--- src/rtl/mem_port_arbiter.sv ---
// mem_port_arbiter: round-robin arbiter sharing a single-port RAM between the CPU and the loader,
// sequencing the read/write strobes and hiding read latency behind a req/ack handshake.
module mem_port_arbiter #(
    parameter int ADDR_W = 9,
    parameter int DATA_W = 32,
    parameter int RD_LAT = 2
) (
    input  logic              i_clk,
    input  logic              i_rst_n,
    input  logic              i_init_lock,
    input  logic              i_cpu_req,
    input  logic              i_cpu_we,
    input  logic [ADDR_W-1:0] i_cpu_addr,
    input  logic [DATA_W-1:0] i_cpu_wdata,
    output logic              o_cpu_ack,
    output logic [DATA_W-1:0] o_cpu_rdata,
    input  logic              i_ld_req,
    input  logic              i_ld_we,
    input  logic [ADDR_W-1:0] i_ld_addr,
    input  logic [DATA_W-1:0] i_ld_wdata,
    output logic              o_ld_ack,
    output logic [DATA_W-1:0] o_ld_rdata,
    output logic              o_ram_read,
    output logic              o_ram_write,
    output logic [ADDR_W-1:0] o_ram_addr,
    output logic [DATA_W-1:0] o_ram_wdata,
    input  logic [DATA_W-1:0] i_ram_rdata,
    output logic              o_busy,
    output logic              o_grant_id
);
    typedef enum logic [1:0] {IDLE, ACCESS, WAIT, DONE} state_t;

    state_t            r_state, w_next;
    logic [3:0]        r_cnt;
    logic              r_we, r_last, r_grant;
    logic [ADDR_W-1:0] r_addr;
    logic [DATA_W-1:0] r_wdata, r_cpu_rdata, r_ld_rdata;
    logic [1:0]        w_elig;
    logic              w_any, w_pick_ld, w_last_rd, w_grant;

    assign w_elig    = {i_ld_req, i_cpu_req & ~i_init_lock};
    assign w_any     = |w_elig;
    // On a tie the loader wins only if the CPU was served last.
    assign w_pick_ld = w_elig[1] & (~w_elig[0] | ~r_last);
    assign w_grant   = (r_state == IDLE) && w_any;
    assign w_last_rd = ~r_we & (((r_state == ACCESS) && (RD_LAT == 1)) ||
                                ((r_state == WAIT) && (r_cnt == 4'(RD_LAT - 1))));

    always_comb begin
        w_next = r_state;
        case (r_state)
            IDLE:    w_next = w_any ? ACCESS : IDLE;
            ACCESS:  w_next = (r_we || RD_LAT == 1) ? DONE : WAIT;
            WAIT:    w_next = w_last_rd ? DONE : WAIT;
            default: w_next = IDLE;
        endcase
    end

    always_ff @(posedge i_clk or negedge i_rst_n) begin
        if (!i_rst_n) r_state <= IDLE;
        else          r_state <= w_next;
    end

    always_ff @(posedge i_clk or negedge i_rst_n) begin
        if (!i_rst_n) begin
            r_cnt       <= 4'd1;
            r_we        <= 1'b0;
            r_last      <= 1'b1;
            r_grant     <= 1'b0;
            r_addr      <= '0;
            r_wdata     <= '0;
            r_cpu_rdata <= '0;
            r_ld_rdata  <= '0;
        end else begin
            if (w_grant) begin
                r_we    <= w_pick_ld ? i_ld_we    : i_cpu_we;
                r_addr  <= w_pick_ld ? i_ld_addr  : i_cpu_addr;
                r_wdata <= w_pick_ld ? i_ld_wdata : i_cpu_wdata;
                r_grant <= w_pick_ld;
                r_last  <= w_pick_ld;
            end
            r_cnt <= (r_state == WAIT) ? r_cnt + 4'd1 : 4'd1;
            if (w_last_rd && !r_grant) r_cpu_rdata <= i_ram_rdata;
            if (w_last_rd && r_grant)  r_ld_rdata  <= i_ram_rdata;
        end
    end

    // Strobes and acks decode straight from state so reset drops them immediately.
    assign o_ram_write = (r_state == ACCESS) && r_we;
    assign o_ram_read  = ((r_state == ACCESS) && !r_we) || (r_state == WAIT);
    assign o_cpu_ack   = (r_state == DONE) && !r_grant;
    assign o_ld_ack    = (r_state == DONE) && r_grant;
    assign o_busy      = r_state != IDLE;
    assign o_grant_id  = r_grant;
    assign o_ram_addr  = r_addr;
    assign o_ram_wdata = r_wdata;
    assign o_cpu_rdata = r_cpu_rdata;
    assign o_ld_rdata  = r_ld_rdata;
endmodule

--- config.mk ---
export PLATFORM = sky130hd
export DESIGN_NAME = mem_port_arbiter
export DESIGN_NICKNAME = d
export VERILOG_FILES = /design/src/rtl/mem_port_arbiter.sv
export SDC_FILE = /design/constraint.sdc
export NUM_CORES = 1
export LEC_CHECK = 0
export CAP_MARGIN = 15
export CORE_MARGIN = 3
export CORE_UTILIZATION = 28
export CTS_BUF_LIST = sky130_fd_sc_hd__clkbuf_4 sky130_fd_sc_hd__clkbuf_8 sky130_fd_sc_hd__clkbuf_16
export CTS_CLUSTER_DIAMETER = 60
export DETAILED_ROUTE_END_ITERATION = 8
export DONT_BUFFER_PORTS = 1
export PLACE_DENSITY = 0.43
export SLEW_MARGIN = 5
export SYNTH_ARGS = -nofsm -noshare
export SYNTH_HDL_FRONTEND = slang
export SYNTH_SLANG_ARGS = --single-unit
--- constraint.sdc ---
create_clock -name i_clk -period 3.2 [get_ports i_clk]
set_clock_uncertainty 0.2 [all_clocks]
set_input_delay 0.32 -clock i_clk [delete_from_list [all_inputs] [get_ports i_clk]]
set_output_delay 0.32 -clock i_clk [all_outputs]
set_load 0.02 [all_outputs]
# Word-level counts from Yosys, hierarchy flattened
# Index checks and enable logic that the tools add are counted.
# word_totals
inputBits,121
output_inout_bits,111
wordCells,44
regBits,114
# op_classes
bitwise_logic,8
eq_ne,4
n_addsub,1
n_mux,8
n_reduce_logical,14
# ops
op,n
two-way mux 32 bit,1
two-way mux 9 bit,1
logical AND 1 bit,8
case mux 2 bit (3 select lines),1
adder 4 x 1 -> 4 bit (second input constant),1
equality test 2 bit (second input constant),2
equality test 4 x 1 -> 1 bit (second input constant),1
two-way mux 1 bit,4
two-way mux 4 bit,1
inverter 1 bit,4
bitwise AND 1 bit,3
equality test 2 x 1 -> 1 bit (second input constant),1
zero test 1 bit,2
zero test 2 bit,1
nonzero test 2 bit,1
OR reduction 2 bit,1
logical OR 1 bit,1
bitwise OR 1 bit,1

# Logic depth before layout (Yosys ltp)
# logic_depth
ltp_word,6
depth_mapped,7
mapped_depth_nobuf,5

# Worst setup path before layout
# Ideal clock, no wire load.
# synth_path
kind,reg2reg
from,register r_state[0]
to,register r_ld_rdata[10] (netlist: o_ld_rdata[10])
path_stages_with_launch,8
required_time_ps,2875
period_less_slack_ps,2193
setup_slack_ps,1007
setup_ps,125
t_arrival_ps,1868
n_path_buf,2
path_cell_list,dfrtp_1 > inv_1 > ha_1 > nand3b_1 > or4b_1 > buf_2 > buf_6 > mux2_4
# synth_via
elab_chain_len,4
# synth_lines
element,line_no,rtl
"start, declared",33,"state_t r_state, w_next;"
"start signal, assigned",61,else r_state <= w_next;
equality test 2 bit,47,((r_state == WAIT) && (r_cnt == 4'(RD_LAT - 1))));
logical AND 1 bit,47,
bitwise AND 1 bit,46,assign w_last_rd = ~r_we & (((r_state == ACCESS) && (RD_LAT == 1)) ||
logical AND 1 bit,84,if (w_last_rd && r_grant) r_ld_rdata <= i_ram_rdata;
"end signal, assigned",84,
"end, declared",37,"logic [DATA_W-1:0] r_wdata, r_cpu_rdata, r_ld_rdata;"
# Every way passes these cells.
# A chain may end at the register's enable or synchronous reset.

# Worst setup path in the final report
# layout_path
from,register r_last
to,register r_wdata[14] (netlist: o_ram_wdata[14])
# layout_via
elab_chain_len,4
# layout_lines
element,line_no,rtl
"start, declared",35,"logic r_we, r_last, r_grant;"
"start signal, assigned",80,r_last <= w_pick_ld;
inverter 1 bit,44,assign w_pick_ld = w_elig[1] & (~w_elig[0] | ~r_last);
bitwise OR 1 bit,44,
bitwise AND 1 bit,44,
two-way mux 32 bit,78,r_wdata <= w_pick_ld ? i_ld_wdata : i_cpu_wdata;
"end signal, assigned",78,
"end, declared",37,
# Every way passes these cells.

==> flow_summary.json <==
{
  "status": "complete, no violations",
  "p_sw_share_pct": 37.5,
  "p_sw_mw": 3.02,
  "antenna_found_initial": 0,
  "rsz0062_at_grt": "false",
  "synthArstFlopShare_pct": 100,
  "grtUsageTotal_pct": 14.8,
  "syn_to_final_growth_pct": 37.8,
  "pre_cts_ws_ps": 591,
  "max_slew.worst_pin.slew_ps": 829,
  "end_kind": "flip-flop",
  "ys.flop_type": "dfrtp_1",
  "antenna_cells": 0,
  "clock_sinks": 114,
  "setup_tns_ps": 0,
  "hold_violations": 0,
  "grt_pass1_wl_um": 25100,
  "cts_hold_buf": 113,
  "setup_viol": 0,
  "ff2ff_setup_slack_ps": 430,
  "intPower_mw": 5.04,
  "fmax_ghz": 0.361,
  "clkPwrFrac_pct": 27.2,
  "initial_core_util_pct": 28.9,
  "ys_seq_area_share_pct": 52.4,
  "vias": 4074,
  "die_h_um": 146,
  "avgSynthCellArea_um2": 11.7,
  "maxSlewHeadroom_pct": 44.7,
  "synth.distinct_cells": 31,
  "wl_per_cell_um": 18.5,
  "rr_endpoint": "o_ram_wdata[14]",
  "synth_fp_nets": 593,
  "clk_latency_ps": 410,
  "dieArea_um2": 21200,
  "core_um2": 18900,
  "cts_setup_buffers": 0,
  "hold_slack_ps": 24.4,
  "total_power_mw": 8.05,
  "cp.required_ps": 3290,
  "hold_end": "o_ram_wdata[20]",
  "hold_class": "primary input to flip-flop",
  "htreeDepth": 4,
  "dp_cells": 691,
  "cp-start-kind": "flip-flop",
  "synth_cells": 466,
  "grt_max_degree": 115,
  "power.density_nw_per_um2": 1070,
  "combPwrFrac_pct": 28.7,
  "drt_iter0_markers": 150,
  "drive_gt1_share_pct": 26.6,
  "fin_ws_ps": 426,
  "min_period_ps": 2770,
  "io_buffer_count": 0,
  "synth_warnings": 0,
  "synth_area_um2": 5450,
  "worst_r2r_path_depth": 5,
  "cts_buffer_depth": 2,
  "root_buffer": "clkbuf_16",
  "grt_pass1_vias": 4438,
  "worstReg2RegStart": "r_last",
  "io-pin-count": 232,
  "critical_path.max_fanout": 41,
  "seq_power_share_pct": 44.2,
  "whs_path_depth": 3,
  "drv_cap": 0,
  "totalWireLength_um": 15500,
  "rows": 50,
  "arrival_ps": 2860,
  "path_clk_slew_ps": 60,
  "period_share_pct": 86.7,
  "first_pass_iters": 6,
  "routabilityCongestion": 0.732,
  "drv_slew": 0,
  "instances_no_fill": 836,
  "cts_tree": "yes",
  "nets": 690,
  "synth_edf_count": 0,
  "hpwlAfterDp_um": 9390,
  "gr-total-overflow": 0,
  "die_x_um": 146,
  "viasPerCell": 4.87,
  "numCtsBuffers": 17,
  "cts_resized": 0,
  "ir_worst_vdd_v": 0.000413,
  "hp-start": "i_ld_req",
  "yosys_register_bits": 114,
  "drc_errors": 0,
  "detail-route-antenna-nets": 0,
  "critPathKind": "flip-flop to flip-flop",
  "leakage_nw": 3.38
}
-- cells in the mapped netlist (2+ instances only) --
cell type	count	share of area, %
nor2b_1	3	0.34
buf_2	4	0.37
nand2_1	44	3.0
a22oi_1	41	5.6
a32o_1	2	0.37
clkbuf_1	37	2.5
and2_1	3	0.34
dfrtp_1	112	51
dfstp_2	2	0.96
nand3b_1	2	0.28
mux2_1	2	0.41
o221a_2	41	8.5
o21ai_0	41	3.8
inv_1	48	3.3
mux2_4	30	8.3
buf_6	3	0.62
mux2_2	32	6.6
ha_1	6	1.4
-- routing by layer --
metal,routed length [um],vias to the layer above,track usage (%)
met1,6440,1999,18.0
met2,7300,188,23.3
met5,0,-,0
li1,-,1870,-
met4,257,0,5.27
met3,1490,17,6.63
-- cells in the final DEF (no fill, tap or decap), types with 2 or more instances in the layout --
| cell | Yosys | layout |
|---|---|---|
| inv_1 | 48 | 48 |
| nand3b_1 | 2 | 2 |
| buf_4 | 0 | 9 |
| dfstp_2 | 2 | 2 |
| mux2_4 | 30 | 30 |
| nor2b_1 | 3 | 2 |
| clkbuf_16 | 0 | 17 |
| inv_6 | 0 | 2 |
| mux2_1 | 2 | 2 |
| ha_1 | 6 | 5 |
| a22oi_1 | 41 | 41 |
| clkinv_4 | 0 | 5 |
| nand2_1 | 44 | 44 |
| dfrtp_1 | 112 | 112 |
| dlygate4sd3_1 | 0 | 112 |
| bufinv_16 | 0 | 6 |
| o21ai_0 | 41 | 41 |
| and2_1 | 3 | 3 |
| mux2_2 | 32 | 32 |
| o221a_2 | 41 | 41 |
| a32o_1 | 2 | 2 |
-- power groups by stage --
stage / logic [mW] / registers [mW] / clock network, mW
2_1_floorplan: 1.50 / 3.39 / 0
3_3_place_gp: 1.73 / 3.59 / 0
3_5_place_dp: 1.80 / 3.58 / 0
4_1_cts: 2.31 / 3.57 / 2.26
5_1_grt: 2.55 / 3.65 / 2.33
6_report: 2.31 / 3.56 / 2.19
-- flip-flops by register name, indices dropped and copies added, names as in the netlist --
name         count
o_cpu_rdata     32
o_ld_rdata      32
o_ram_wdata     32
o_ram_addr       9
r_cnt            4
r_state          2
o_grant_id       1
r_last           1
r_we             1
-- logic make-up after synthesis --
family          after synthesis  share of synthesized area, %
buf+inv                      92                          6.84
mux                          64                          15.3
xor+xnor                      2                         0.321
flops                       114                          52.4
compound gates              131                          19.0
fa+ha+maj                     6                          1.38
simple gates                 57                          4.77
-- layout make-up --
class | count | area, um^2
fillers | 1802 | 11400
flip-flops and latches | 114 | 2860
multi-input cells | 260 | 2260
repair buffers | 122 | 1220
clock buffers | 17 | 425
well taps | 260 | 325
clock inverters | 15 | 254
inverters | 48 | 180
-- worst max-delay path, cell delays in order (launching register included) --
cell and delay [ps]:
dfstp_2 540, and3b_2 640, buf_4 390, o221a_2 230, a22oi_1 60, dlygate4sd3_1 580
-- how the worst max path moves through the flow --
stage | start | to | slack [ps]
after global routing | r_last | o_ram_wdata[14] | 240
after global placement | r_state[0] | o_ld_rdata[21] | 650
after CTS | r_last | o_ram_wdata[14] | 400
after floorplan | r_state[0] | o_ld_rdata[10] | 1010
final | r_last | o_ram_wdata[14] | 430
after detailed placement | r_state[0] | o_ld_rdata[24] | 590
-- stage by stage --
step                      util (%)  instance area (um^2)
final                         39.8                  7510
after global routing          39.8                  7510
after CTS                     39.8                  7510
after detailed placement      30.1                  5680
after global placement        30.1                  5680
after floorplan                  -                  5450
No activity file was read; power rests on OpenSTA's default activity.
